`src/rtl/instr_fetch_unit.sv`:
```
// Instruction-fetch front end: program counter, writable instruction memory,
// fetched-instruction register and the register-address muxes for RA1/RA2.
module instr_fetch_unit #(
  parameter int unsigned ADDR_W   = 4,
  parameter int unsigned DATA_W   = 16,
  parameter int unsigned PC_RESET = 0
) (
  input  logic              CLK,
  input  logic              RST_N,
  input  logic              en,
  input  logic              pc_load,
  input  logic [ADDR_W-1:0] pc_in,
  input  logic              wr_en,
  input  logic [ADDR_W-1:0] wr_addr,
  input  logic [DATA_W-1:0] wr_data,
  input  logic [1:0]        RegSrc,
  output logic [ADDR_W-1:0] PC,
  output logic [DATA_W-1:0] RD,
  output logic              rd_valid,
  output logic [3:0]        RA1,
  output logic [2:0]        RA2
);

  localparam int unsigned DEPTH = 2 ** ADDR_W;

  logic [DATA_W-1:0] mem [DEPTH];

  // Program loading; the array has no reset so contents survive RST_N.
  always_ff @(posedge CLK) begin
    if (wr_en) begin
      mem[wr_addr] <= wr_data;
    end
  end

  // Fetch pipeline stage; reading mem here with the write above gives read-first behaviour.
  always_ff @(posedge CLK or negedge RST_N) begin
    if (!RST_N) begin
      PC       <= ADDR_W'(PC_RESET);
      RD       <= '0;
      rd_valid <= 1'b0;
    end else if (en) begin
      RD       <= mem[PC];
      rd_valid <= 1'b1;
      PC       <= pc_load ? pc_in : PC + ADDR_W'(1);
    end
  end

  // Register-specifier steering; RA1 select 1 addresses R15 (the PC register).
  always_comb begin
    RA1 = RegSrc[0] ? 4'd15 : {1'b0, RD[11:9]};
    RA2 = RegSrc[1] ? RD[8:6] : RD[5:3];
  end

endmodule

```
`config.mk`:
```
export PLATFORM = sky130hd
export DESIGN_NAME = instr_fetch_unit
export DESIGN_NICKNAME = d
export VERILOG_FILES = /design/src/rtl/instr_fetch_unit.sv
export SDC_FILE = /design/constraint.sdc
export NUM_CORES = 1
export LEC_CHECK = 0
export ABC_AREA = 1
export CELL_PAD_IN_SITES_DETAIL_PLACEMENT = 0
export CELL_PAD_IN_SITES_GLOBAL_PLACEMENT = 2
export CORE_MARGIN = 2
export CORE_UTILIZATION = 30
export DETAILED_ROUTE_END_ITERATION = 10
export PLACE_DENSITY = 0.57
export SYNTH_ARGS = -nofsm -noshare
export SYNTH_HDL_FRONTEND = slang
export SYNTH_SLANG_ARGS = --single-unit
export TNS_END_PERCENT = 10
```
`constraint.sdc`:
```
create_clock -name CLK -period 1.7 [get_ports CLK]
set_input_delay 0.17 -clock CLK [delete_from_list [all_inputs] [get_ports CLK]]
set_output_delay 0.17 -clock CLK [all_outputs]
set_load 0.03 [all_outputs]
```
==> out/metrics.cfg, run 1 <==
[timing]
timing.final.crit_share=0.974
finClkSkew_ns=0.0182
setup_ws_ns=0.0440
fin_setup_tns_ns=0
maxSlewViolCount=0
fin_crit_ns=1.66
hold_viol_final=0
max_slew_margin=0.588
fmax_mhz=604
setup_viol=0
worst_slew_pin_slew_ns=0.616
rsz0062_at_grt=yes

[flow_run]
drv_cap=0

[cells_and_area]
finalNetCount=1121
layout_commonest_cell=nand2_1
final_cell_mix=nand2_1, edfxtp_1, nand3_1, buf_4, clkbuf_16
drive_gt1_frac=0.161
utilization=0.380
fillers=3636
ff_latch_area_um2=8220
antenna_cells=0
syn_to_final_growth_pct=25.6
multi_input_area_um2=2760
final_cells=1624

[cts]
clock-root-buffer=clkbuf_16
htreeDepth=2
hold_buffers=0
insertion_delay_ns=0.52
clk_pin_slew_ns=0.06
numCtsBuffers=34
cts_sinks=277
cts_tree=done
clk_path_buf_depth=3

[critical_path]
critPathKind=register to output pin
startpoint_type=register
required_ns=1.53
cp-end-kind=output pin
arrival_ns=1.49
cp_max_fo=4

[pwr]
clockPowerShare=0.389
cellPowerDensity_nw_per_um2=1250
p_sw_mw=4.93
p_int_mw=12.9
pwr-share-seq=0.440
p_leak_nw=5.40
p_comb_frac=0.171
switching_share=0.277
peakVddDrop_mv=0.652

[yosys]
synthTopCellsByArea=edfxtp_1, nand2_1, nand3_1
syn_inst=972
ys_types=23
syn_nets=1004
ys_seq_elements=277
synth.top_cell.area_share=0.679
synth.avg_cell_area_um2=11.6
ys_seq_area_frac=0.726
yosys_warnings=0
syn_area_um2=11300
yosys.area.top_type=edfxtp_1

[floorplan]
die_w_um=198
num_rows=71
die_area_um2=39300
core_um2=37400
io_pins=59
start_util=0.303
fp.dieH_um=198

[drt]
num_vias=7365
vias_per_cell=4.54
drt_iter0_markers=432
wirelength_um=32900
route.detailed.drc=0
ant_nets=0
wire_per_inst_um=20.3
drt-pass1-iter-count=5

[outcome]
status=completed

[place]
dp.final_hpwl_um=20100
gp_congestion=0.728
place_ws_ns=-0.130
dp_cells=1562
io_buffers=58

[grt]
antenna_found_initial=0
grt_pass1_vias=7256
grt_pass1_wl_um=48300
track_usage=0.170
gr-total-overflow=0
grt_max_degree=42

[min_path]
hold_class=primary input to async pin

routing by layer:
layer / vias to the layer above / GRT usage / wire length [um]
met4: 0 / 0.0387 / 476
met3: 41 / 0.0244 / 1260
li1: 3604 / - / -
met1: 3589 / 0.241 / 15600
met5: - / 0 / 0
met2: 131 / 0.276 / 15500
power by group through the flow:
stage               clock, mW  combinational, mW  sequential, mW
floorplan                   0               1.49            8.17
global placement            0               3.10            7.97
detailed placement          0               3.09            7.97
CTS                      7.12               3.01            7.83
global route             7.40               3.36            7.85
finish                   6.92               3.04            7.82
Yosys cell counts:
master / count
nand2_1: 394
inv_4: 1
clkinv_1: 2
buf_1: 3
buf_4: 12
xor2_1: 1
clkbuf_1: 8
dfrtp_1: 21
buf_12: 1
o21ai_0: 5
nor2_1: 19
a21oi_1: 2
o211ai_1: 1
inv_1: 7
buf_6: 13
o21ai_1: 1
o22ai_1: 1
nand3_1: 195
ha_1: 1
mux2_2: 3
or2_2: 4
edfxtp_1: 256
buf_2: 21
critical path, cell delays in order, from the launching register on:
cell and delay, ns:
dfrtp_4 0.53, buf_4 0.17, clkdlybuf4s15_2 0.28
final cells by class:
class	count	share of cell area
repair buffers	139	0.105
inverters	10	0.00299
multi-input cells	627	0.194
clock buffers	37	0.0607
clock inverters	23	0.0139
well taps	511	0.0450
flip-flops and latches	277	0.578
logic make-up after synthesis:
| kind of cell | share of synthesized area |
|---|---|
| AO/OA/AOI/OAI | 0.00475 |
| AND/OR/NAND/NOR | 0.225 |
| multiplexers | 0.00299 |
| XOR/XNOR | 0.000774 |
| adder cells (fa/ha/maj) | 0.00111 |
| flip-flops | 0.726 |
| buffers and inverters | 0.0391 |
worst paths after layout:
check	slack (ns)	depth (start not counted)	from	endpoint
worst max register to register	0.08	10	PC[0]	RD[6]
worst min-delay path	0.02	2	RST_N	RD[4]
min in group CLK	0.30	3	pc_in[0]	PC[0]
worst min register to register	0.46	1	rd_valid	rd_valid
worst max-delay path	0.04	2	PC[0]	PC[0]
max in group asynchronous	1.44	2	RST_N	PC[2]
per-stage QoR:
step	instance area, um^2	power, mW	hold WS [ns]
3_5_place_dp	13100	11.1	0.456
6_report	14200	17.8	0.0159
4_1_cts	14100	18.0	0.0123
2_1_floorplan	11300	9.66	-0.126
3_3_place_gp	13100	11.1	0.452
5_1_grt	14200	18.6	0.0229
state kept, by name, indices dropped and copies added (netlist names):
signal    count
mem         256
RD           16
rd_valid      1
PC            4
repair_timing:
action	in CTS	in global routing
endpoints found under the setup margin	25	16
gates cloned	0	2
resized for setup	38	19
pin swaps	0	2
setup buffers	0	0
endpoints found under the hold margin	0	0
Note: power is estimated with default switching activity, not from simulation.
==> inputs of run 2 (changes only) <==
--- a/config.mk
+++ b/config.mk
@@ -10,7 +10,9 @@
 export CELL_PAD_IN_SITES_GLOBAL_PLACEMENT = 2
 export CORE_MARGIN = 2
 export CORE_UTILIZATION = 30
+export CTS_CLUSTER_SIZE = 24
 export DETAILED_ROUTE_END_ITERATION = 10
+export MAX_ROUTING_LAYER = met4
 export PLACE_DENSITY = 0.57
 export SYNTH_ARGS = -nofsm -noshare
 export SYNTH_HDL_FRONTEND = slang
==> run 2 against run 1 <==
Against the previous run:
- final cell count unchanged
- clock-buffer cell count did not move
- combinational power barely moved
- die area unchanged
- clock power about the same
- worst setup slack worse by 0.0021 ns
- routed wire length hardly changed
- maximum frequency is 0.12% lower
- flip-flop and latch count did not move
- critical endpoint unchanged
- sequential power is essentially flat
- highest routed layer unchanged
==> out/metrics.cfg, run 2 (synthesis gave the netlist of run 1 again) <==
[floorplan]
io_pins=59  ; unchanged
fp.dieH_um=198  ; unchanged
die_w_um=198  ; unchanged
core_um2=37400  ; unchanged
die_area_um2=39300  ; unchanged
start_util=0.303  ; unchanged
num_rows=71  ; unchanged

[cells_and_area]
largest_register_ffs=256  ; unchanged
final_cell_mix=nand2_1, edfxtp_1, nand3_1, buf_4, clkbuf_16  ; unchanged
regMostFlops=mem  ; unchanged
syn_to_final_growth_pct=25.6  ; about the same
drive_gt1_frac=0.161  ; unchanged
top_regs=mem (256), RD (16), PC (4)  ; unchanged
antenna_cells=0  ; unchanged
finalNetCount=1121  ; unchanged
final_cells=1624  ; unchanged
final_area_um2=14200  ; about the same
fillers=3636  ; unchanged
layout_commonest_cell=nand2_1  ; unchanged

[timing]
rsz0062_at_grt=yes  ; unchanged
timing.final.crit_share=0.975  ; was 0.974
setup_ws_ns=0.0420  ; was 0.0440 ns
finClkSkew_ns=0.0176  ; was 0.0182 ns
fin_crit_ns=1.66  ; about the same
fmax_mhz=603  ; was 604 MHz
setup_viol=0  ; unchanged
worst_slew_pin_slew_ns=0.590  ; was 0.616 ns
maxSlewViolCount=0  ; unchanged
hold_viol_final=0  ; unchanged
max_slew_margin=0.605  ; was 0.588

[flow_run]
drv_cap=0  ; unchanged

[place]
gp_congestion=0.737  ; was 0.728
post_dp_cell_area_um2=13100  ; unchanged
io_buffers=58  ; unchanged
place_ws_ns=-0.130  ; unchanged
dp.final_hpwl_um=20100  ; unchanged
dp_cells=1562  ; unchanged

[cts]
clock-root-buffer=clkbuf_16  ; unchanged
htreeDepth=2  ; unchanged
cts_sinks=277  ; unchanged
numCtsBuffers=34  ; unchanged
insertion_delay_ns=0.52  ; about the same
cts_tree=done  ; unchanged
hold_buffers=0  ; unchanged
clk_pin_slew_ns=0.06  ; about the same
clk_path_buf_depth=3  ; unchanged

[critical_path]
cp-endpoint=PC[0]  ; unchanged
timing.rr.start=PC[0]  ; unchanged
cp-startpoint=PC[0]  ; unchanged
r2r_setup_slack_ns=0.08  ; about the same
reg2reg_to=RD[6]  ; unchanged
cp_max_fo=4  ; unchanged
arrival_ns=1.49  ; about the same
startpoint_type=register  ; unchanged
cp-end-kind=output pin  ; unchanged
reg2reg_depth=10  ; unchanged
required_ns=1.53  ; about the same
critPathKind=register to output pin  ; unchanged

[outcome]
status=completed  ; unchanged

[drt]
ant_nets=0  ; unchanged
vias_per_cell=4.53  ; was 4.54
route.detailed.drc=0  ; unchanged
drt_iter0_markers=429  ; was 432
num_vias=7354  ; was 7365
wirelength_um=32900  ; about the same
wire_per_inst_um=20.2  ; was 20.3 um
drt-pass1-iter-count=5  ; unchanged

[grt]
gr-total-overflow=0  ; unchanged
grt_pass1_vias=7263  ; was 7256
grt_pass1_wl_um=48300  ; about the same
grt_max_degree=42  ; unchanged
antenna_found_initial=0  ; unchanged
track_usage=0.175  ; was 0.170

[pwr]
p_leak_nw=5.40  ; about the same
cellPowerDensity_nw_per_um2=1250  ; about the same
peakVddDrop_mv=0.652  ; about the same
power_mw=17.8  ; about the same

[min_path]
hold_class=primary input to async pin  ; unchanged

-- run 2: final cells by class --
class                           instances  area (um^2)  area share
Multi-Input combinational cell        627         2760       0.194
Clock buffer                           37          862      0.0606
Tap cell                              511          639      0.0450
Sequential cell                       277         8220       0.578
Inverter                               10         45.0     0.00317
Clock inverter                         23          198      0.0139
Timing Repair Buffer                  139         1490       0.105
-- run 2: where the power goes --
part	total [mW]	internal, mW	switching, mW
Combinational	3.04	1.04	2.00
Clock	6.93	4.12	2.81
Sequential	7.82	7.70	0.123
Total	17.8	12.9	4.93
-- run 2: critical path, stage by stage (launching register included) --
cell             delay [ns]
dfrtp_4                0.53
buf_4                  0.17
clkdlybuf4s15_2        0.28
-- run 2: worst min-delay path by stage --
stage	from	endpoint	slack (ns)	depth (start not counted)
2_1_floorplan	RST_N	PC[0]	-0.13	0
5_1_grt	RST_N	RD[4]	0.02	2
3_3_place_gp	rd_valid	rd_valid	0.45	1
3_5_place_dp	rd_valid	rd_valid	0.46	1
6_report	RST_N	RD[4]	0.01	2
4_1_cts	RST_N	PC[0]	0.01	2
-- run 2: stage by stage --
| stage | util | hold WS, ns | TNS (ns) |
|---|---|---|---|
| detailed placement | 0.349 | 0.456 | -0.764 |
| finish | 0.380 | 0.0145 | 0 |
| CTS | 0.377 | 0.0123 | 0 |
| floorplan | - | -0.126 | 0 |
| global route | 0.380 | 0.0241 | -0.0912 |
| global placement | 0.349 | 0.452 | -0.571 |
-- run 2: layer usage --
layer	share of wire	track usage	vias up
li1	-	-	3606
met2	0.47	0.275	126
met5	0	-	-
met3	0.038	0.0244	42
met1	0.48	0.241	3580
met4	0.014	0.0387	0
-- run 2: timing repair --
| action | CTS | global route |
|---|---|---|
| gates resized for setup | 38 | 21 |
| pin swaps | 0 | 2 |
| endpoints found under the setup margin | 25 | 16 |
| cloned | 0 | 2 |
| setup buffers | 0 | 0 |
| hold endpoints to repair | 0 | 0 |
